## src/rtl/bsg_mesh_pkt_injector.sv

```systemverilog
// Burst packet source for a mesh router P port: turns burst commands into
// packets stamped with this node's coordinate, held stable until yumi.
module bsg_mesh_pkt_injector #(
  parameter int unsigned DATA_WIDTH_P   = 4,
  parameter int unsigned X_CORD_WIDTH_P = 1,
  parameter int unsigned Y_CORD_WIDTH_P = 1,
  parameter int unsigned MY_X_P         = 0,
  parameter int unsigned MY_Y_P         = 0,
  parameter int unsigned COUNT_WIDTH_P  = 8,
  parameter int unsigned GAP_WIDTH_P    = 4
) (
  input  logic                                      clk,
  input  logic                                      reset_n,
  input  logic                                      cmd_v_i,
  output logic                                      cmd_ready_o,
  input  logic [X_CORD_WIDTH_P+Y_CORD_WIDTH_P-1:0]  cmd_dest_i,
  input  logic [COUNT_WIDTH_P-1:0]                  cmd_count_i,
  input  logic [DATA_WIDTH_P-1:0]                   cmd_payload_i,
  input  logic [GAP_WIDTH_P-1:0]                    cmd_gap_i,
  output logic                                      v_o,
  output logic [2*(X_CORD_WIDTH_P+Y_CORD_WIDTH_P)+DATA_WIDTH_P-1:0] data_o,
  input  logic                                      yumi_i,
  output logic                                      busy_o,
  output logic                                      done_o,
  output logic [15:0]                               sent_total_o
);

  localparam int unsigned CORD_W = X_CORD_WIDTH_P + Y_CORD_WIDTH_P;
  localparam logic [X_CORD_WIDTH_P-1:0] MY_X = X_CORD_WIDTH_P'(MY_X_P);
  localparam logic [Y_CORD_WIDTH_P-1:0] MY_Y = Y_CORD_WIDTH_P'(MY_Y_P);

  typedef enum logic [1:0] {IDLE, SEND, GAP} state_e;

  state_e                   state_r, state_n;
  logic [CORD_W-1:0]        dest_r;
  logic [COUNT_WIDTH_P-1:0] remaining_r;
  logic [DATA_WIDTH_P-1:0]  payload_r;
  logic [GAP_WIDTH_P-1:0]   gap_r;
  logic [GAP_WIDTH_P-1:0]   gap_cnt_r;
  logic [15:0]              sent_total_r;
  logic                     done_r;
  logic                     fire;
  logic                     consume;
  logic                     last;

  assign fire    = (state_r == IDLE) && cmd_v_i;
  assign consume = (state_r == SEND) && yumi_i;
  assign last    = consume && (remaining_r == COUNT_WIDTH_P'(1));

  always_ff @(posedge clk or negedge reset_n) begin
    if (!reset_n) state_r <= IDLE;
    else          state_r <= state_n;
  end

  always_comb begin
    state_n = state_r;
    unique case (state_r)
      IDLE: if (cmd_v_i && (cmd_count_i != '0)) state_n = SEND;
      SEND: if (yumi_i) begin
              if (remaining_r == COUNT_WIDTH_P'(1)) state_n = IDLE;
              else if (gap_r != '0)                state_n = GAP;
            end
      GAP:  if (gap_cnt_r == GAP_WIDTH_P'(1)) state_n = SEND;
      default: state_n = IDLE;
    endcase
  end

  always_ff @(posedge clk or negedge reset_n) begin
    if (!reset_n) begin
      dest_r       <= '0;
      remaining_r  <= '0;
      payload_r    <= '0;
      gap_r        <= '0;
      gap_cnt_r    <= '0;
      sent_total_r <= '0;
      done_r       <= 1'b0;
    end else begin
      done_r <= (fire && (cmd_count_i == '0)) || last;
      if (fire) begin
        dest_r      <= cmd_dest_i;
        remaining_r <= cmd_count_i;
        payload_r   <= cmd_payload_i;
        gap_r       <= cmd_gap_i;
      end
      if (consume) begin
        remaining_r  <= remaining_r - 1'b1;
        payload_r    <= payload_r + 1'b1;
        sent_total_r <= sent_total_r + 16'd1;
        gap_cnt_r    <= gap_r;
      end
      if (state_r == GAP) gap_cnt_r <= gap_cnt_r - 1'b1;
    end
  end

  // Outputs decode registered state only, so yumi_i never reaches v_o/data_o
  // combinationally and an async reset drops v_o at once.
  assign v_o          = (state_r == SEND);
  assign data_o       = v_o ? {MY_Y, MY_X, payload_r, dest_r} : '0;
  assign busy_o       = (state_r != IDLE);
  assign cmd_ready_o  = (state_r == IDLE) && reset_n;
  assign done_o       = done_r;
  assign sent_total_o = sent_total_r;

endmodule

```

## config.mk

```make
export PLATFORM = sky130hd
export DESIGN_NAME = bsg_mesh_pkt_injector
export DESIGN_NICKNAME = d
export VERILOG_FILES = /design/src/rtl/bsg_mesh_pkt_injector.sv
export SDC_FILE = /design/constraint.sdc
export NUM_CORES = 1
export LEC_CHECK = 0
export CORE_UTILIZATION = 45
export CTS_CLUSTER_DIAMETER = 50
export DETAILED_ROUTE_END_ITERATION = 16
export HOLD_SLACK_MARGIN = 0.02
export MAX_ROUTING_LAYER = met4
export PLACE_DENSITY = 0.76
export SLEW_MARGIN = 20
export SYNTH_ARGS = -nofsm -noshare
export SYNTH_HDL_FRONTEND = slang
export SYNTH_SLANG_ARGS = --single-unit
```

## constraint.sdc

```tcl
create_clock -name clk -period 1.5 [get_ports clk]
set_input_delay 0.3 -clock clk [delete_from_list [all_inputs] [get_ports clk]]
set_output_delay 0.3 -clock clk [all_outputs]
set_load 0.1 [all_outputs]
```

==> results of run 1 <==
==> sequential cells by signal, summed over array words and instances (netlist names) <==
signal,cells
dest_r,2
done_o,1
gap_cnt_r,4
gap_r,4
payload_r,4
remaining_r,8
sent_total_o,16
state_r,2
==> worst max-delay path, stage by stage (launching register included) <==
cell and delay [ps]:
dfrtp_1 430, buf_6 140, nor2b_4 240, and2_4 220
buf_12 170
==> cells by family after synthesis <==
logic type | Yosys count | share of synthesized area [%]
fa+ha+maj | 6 | 3.46
mux | 3 | 1.38
buf+inv | 16 | 3.40
compound gates | 33 | 10.3
flops | 41 | 47.2
xor+xnor | 16 | 6.45
other cells | 1 | 0.173
simple gates | 111 | 27.6
==> final timing paths <==
| path | from | end | slack, ps | depth (start not counted) |
|---|---|---|---|---|
| min in group clk | dest_r[0] | dest_r[0] | 490 | 2 |
| setup reg to reg | state_r[1] | sent_total_o[10] | -270 | 7 |
| hold reg to reg | dest_r[0] | dest_r[0] | 490 | 2 |
| setup / recovery | state_r[1] | data_o[4] | -300 | 4 |
| hold / removal | reset_n | gap_cnt_r[2] | 80 | 2 |
| max in group asynchronous | reset_n | sent_total_o[10] | 1010 | 2 |
==> report_power, final <==
part	leakage, nW	switching, mW	internal [mW]
clock	0.0395	0.399	0.331
sequential	0.492	0.470	1.52
combinational	1.10	2.66	2.07
==> through the flow <==
stage                     hold slack [ps]  TNS, ps  area, um^2
after global routing                  119    -9030        3650
after detailed placement              428    -8690        3260
final                                78.0    -6670        3650
after floorplan                      4.41    -3350        2300
after global placement                419    -7480        3260
after CTS                             107    -2490        3430
==> area by class of cell <==
class	count	area share, %
Sequential cell	41	29.4
Timing Repair Buffer	93	31.4
Multi-Input combinational cell	171	34.7
Clock buffer	8	2.20
Inverter	5	0.515
Tap cell	52	1.78
==> cell usage after synthesis (all sizes together) (4+ instances only) <==
cell type,count,area share (%)
a21oi,5,1.2
and2,9,2.6
and3,4,1.2
buf,7,1.8
clkbuf,4,0.69
dfrtp,41,47
ha,6,3.5
inv,5,0.86
nand2,44,7.7
nand3,6,1.4
nand3b,4,1.4
nand4,5,1.4
nor2,13,2.2
nor3,6,1.6
o21ai,9,2.1
xnor2,11,4.4
xor2,5,2.0
==> timing repair <==
item / CTS / global route
endpoints found under the setup margin: 14 / 39
cloned: 1 / 1
gates resized for setup: 12 / 33
buffers inserted: 6 / 8
pin swaps: 7 / 30
==> layer usage <==
metal	wire, um	vias up
met2	3530	63
li1	-	967
met3	258	17
met1	2790	1037
met5	0	-
met4	140	0
==> flow_metrics.env, run 1 <==
export IMPL_drv_slew=0
export IMPL_cts_path_max_buffers=2
export IMPL_static_leakage_power_nw=1.64
export IMPL_path_class="reg -> out"
export IMPL_route_antenna_remaining_nets=0
export IMPL_pre_cts_slack_ps=-344
export IMPL_achievable_frequency_mhz=555
export IMPL_outcome="finished with violations"
export IMPL_final_seq_area_mm2=0.00107
export IMPL_worstSetupEndpointType="output pin"
export IMPL_wl_per_cell_um=18.2
export IMPL_grt_total_usage_pct=25.4
export IMPL_final_layout_size_suffix_gt1_share_pct=41.2
export IMPL_worst_hold_path_type="in -> async"
export IMPL_timing_final_setup_violations=46
export IMPL_layout_commonest_cell="nand2_1"
export IMPL_clk_pin_slew_worst_paths_ps=80
export IMPL_yosys_register_bits=41
export IMPL_floorplan_die_width_um=71.5
export IMPL_final_hpwl_dp_mm=4.03
export IMPL_clk_insertion_delay_late_ps=310
export IMPL_antenna_cells=0
export IMPL_arr_time_crit_path_ps=1500
export IMPL_cts_buffers_inserted=5
export IMPL_synth_edff_count=0
export IMPL_clock_tree_from_tritoncts="built"
export IMPL_min_period_over_period_pct=120
export IMPL_floorplan_initialDensity_pct=48.2
export IMPL_synth_cell_types=49
export IMPL_max_cap_viol_count=0
export IMPL_multi_input_gate_area_in_the_final_layout_mm2=0.00127
export IMPL_antenna_violations_before_repair=0
export IMPL_first_global_vias=2095
export IMPL_worst_clock_skew_ps=5.09
export IMPL_synth_area_mm2=0.00217
export IMPL_io_pins=50
export IMPL_die_area_mm2=0.00511
export IMPL_dr_first_iter_drc_count=123
export IMPL_worstSetupStartpointType="flop"
export IMPL_synth_top_flop_cell="dfrtp_1"
export IMPL_drc=0
export IMPL_syn_inst=227
export IMPL_commonest_cells_after_routing_fill_and_taps_aside="nand2_1, buf_4, buf_12"
export IMPL_final_setup_worst_slack_ps=-302
export IMPL_asyncSetResetFlopFracSynth_pct=100
export IMPL_core_area_mm2=0.00450
export IMPL_clock_tree_root_cell="clkbuf_8"
export IMPL_grt_overflow_total=0
export IMPL_die_height_um=71.5
export IMPL_dr_vias_cell=5.63
export IMPL_place_gp_congestion=0.863
export IMPL_vdd_ir_drop_max_uv=1960
export IMPL_num_nets_final=345
export IMPL_first_pass_iters=4
export IMPL_total_length_of_routed_wires_mm=6.73
export IMPL_area_growth_pct=67.9
export IMPL_core_rowCount=24
export IMPL_grt_setup_unrepaired="yes"
export IMPL_use_met1_pct=29.1
export IMPL_detailroute_via_count=2084
export IMPL_io_buffer_count=47
export IMPL_final_fill_count=251
export IMPL_hold_violations=0
export IMPL_cts_num_sinks=41
export IMPL_met3_usage_pct=5.34
export IMPL_powerDensity_mw_per_mm2=2040
export IMPL_grt_first_pass_wirelength_mm=9.66
export IMPL_htree_num_levels=2
export IMPL_crit_fanout=8
export IMPL_gr_max_usage_layer="met2"
export IMPL_cts_hold_fix_buffers=0
export IMPL_final_instance_count_without_filler_cells=370
export IMPL_final_core_util_pct=81.0
export IMPL_yosys_warnings=0
export IMPL_slew_headroom_pct=64.4
export IMPL_total_power_mw=7.44
export IMPL_grt_util_met2_pct=45.1
export IMPL_seq_area_frac_synth_pct=47.2
export IMPL_numPlacedInstances=346
export IMPL_grt_max_degree=42
export IMPL_timing_worst_slew_pin_value_ps=534
export IMPL_period_minus_slack_ps=1800
export IMPL_violations="negative setup slack"
export IMPL_required_ps=1200
export IMPL_synth_area_per_cell_um2=9.57
(Power assumes the default switching activity.)
==> inputs of run 2 (changes only) <==
Settings changed: GPL_ROUTABILITY_DRIVEN set to 0.
==> flow_metrics.env, run 2 (same netlist as run 1, synthesis figures left out) <==
export IMPL_grt_overflow_total=0
export IMPL_multi_input_gate_area_in_the_final_layout_mm2=0.00122
export IMPL_grt_max_degree=42
export IMPL_detailroute_via_count=2091
export IMPL_cts_path_max_buffers=2
export IMPL_floorplan_initialDensity_pct=48.2
export IMPL_cts_num_sinks=41
export IMPL_layout_commonest_cell="nand2_1"
export IMPL_top_layer="met4"
export IMPL_core_area_mm2=0.00450
export IMPL_pre_cts_slack_ps=-331
export IMPL_clk_insertion_delay_late_ps=300
export IMPL_grt_first_pass_wirelength_mm=9.20
export IMPL_route_antenna_remaining_nets=0
export IMPL_met3RoutedLength_um=253
export IMPL_slew_headroom_pct=64.4
export IMPL_cts_buffers_inserted=5
export IMPL_first_global_vias=1923
export IMPL_achievable_frequency_mhz=561
export IMPL_min_period_over_period_pct=119
export IMPL_floorplan_die_width_um=71.5
export IMPL_wl_per_cell_um=17.0
export IMPL_core_rowCount=24
export IMPL_static_leakage_power_nw=1.61
export IMPL_crit_fanout=8
export IMPL_dr_vias_cell=5.67
export IMPL_final_core_util_pct=79.8
export IMPL_hold_violations=0
export IMPL_required_ps=1200
export IMPL_antenna_cells=0
export IMPL_htree_num_levels=2
export IMPL_final_fill_count=256
export IMPL_total_length_of_routed_wires_mm=6.26
export IMPL_final_layout_size_suffix_gt1_share_pct=40.1
export IMPL_clk_pin_slew_worst_paths_ps=80
export IMPL_period_minus_slack_ps=1780
export IMPL_routed_length_on_met1_mm=2.42
export IMPL_critical_path_top_delay_family="simple AND/OR/NAND/NOR gates"
export IMPL_grt_setup_unrepaired="yes"
export IMPL_vdd_ir_drop_max_uv=1990
export IMPL_worstSetupStartpointType="flop"
export IMPL_timing_worst_slew_pin_value_ps=534
export IMPL_powerDensity_mw_per_mm2=2060
export IMPL_final_setup_worst_slack_ps=-284
export IMPL_final_seq_area_mm2=0.00107
export IMPL_met2WireLength_mm=3.33
export IMPL_drc=0
export IMPL_dr_first_iter_drc_count=79
export IMPL_timing_final_setup_violations=39
export IMPL_antenna_violations_before_repair=0
export IMPL_drv_slew=0
export IMPL_area_growth_pct=65.4
export IMPL_clock_tree_from_tritoncts="built"
export IMPL_die_height_um=71.5
export IMPL_worstSetupEndpointType="output pin"
export IMPL_first_pass_iters=4
export IMPL_clock_tree_root_cell="clkbuf_8"
export IMPL_io_pins=50
export IMPL_num_nets_final=344
export IMPL_crit_buf_inv=2
export IMPL_total_power_mw=7.38
export IMPL_final_hpwl_dp_mm=3.66
export IMPL_worst_clock_skew_ps=6.86
export IMPL_path_cells="buf_6, nor2b_4, and2_4, buf_12"
export IMPL_commonest_cells_after_routing_fill_and_taps_aside="nand2_1, buf_4, buf_12"
export IMPL_critical_path_slowest_cell="dfrtp_1"
export IMPL_path_class="reg -> out"
export IMPL_crit_path_max_incr_delay_ps=430
export IMPL_arr_time_crit_path_ps=1480
export IMPL_largest_reg_flops=16
export IMPL_worst_hold_path_type="in -> async"
export IMPL_violations="negative setup slack"
export IMPL_max_cap_viol_count=0
export IMPL_io_buffer_count=47
export IMPL_grt_total_usage_pct=24.1
export IMPL_die_area_mm2=0.00511
export IMPL_outcome="finished with violations"
export IMPL_setup_tns_ps=-5080
## run 2: layout make-up
type,instances,area share [%]
timing repair buffer,92,30.6
inverter,5,0.522
tap,52,1.81
clock inverter,1,0.836
clock buffer,7,2.40
sequential,41,29.8
multi-input combinational,171,34.0
## run 2: where the power goes
group | switching, mW | total [mW] | internal, mW
combinational | 2.54 | 4.48 | 1.93
sequential | 0.446 | 1.97 | 1.52
clock | 0.397 | 0.940 | 0.543
total | 3.39 | 7.38 | 4.00
## run 2: through the flow
stage	instances	instance area [um^2]	hold slack [ps]
after floorplan	228	2300	4.41
after global placement	346	3260	427
after detailed placement	346	3260	425
after CTS	356	3420	99.5
after global routing	369	3590	130
final	369	3590	76.0
## run 2: routing by layer
metal	global-route usage, %	vias to the layer above
met5	-	-
li1	-	966
met1	28.3	1029
met4	8.50	0
met3	4.36	20
met2	41.8	76
## run 2: worst paths after layout
| path | depth (start not counted) | endpoint | from | slack [ps] |
|---|---|---|---|---|
| max reg2reg | 7 | remaining_r[5] | state_r[1] | -200 |
| max in group asynchronous | 2 | sent_total_o[10] | reset_n | 1010 |
| min reg2reg | 2 | dest_r[1] | dest_r[1] | 480 |
| min | 2 | gap_cnt_r[1] | reset_n | 80 |
| min in group clk | 2 | dest_r[1] | dest_r[1] | 480 |
| max | 4 | data_o[1] | state_r[1] | -280 |
## run 2: repair_timing
item	4_1_cts	5_1_grt
buffers inserted	2	13
hold buffers	0	0
endpoints found under the setup margin	12	37
cloned	0	1
hold endpoints to repair	0	0
resized for setup	7	22
pin swaps	11	13
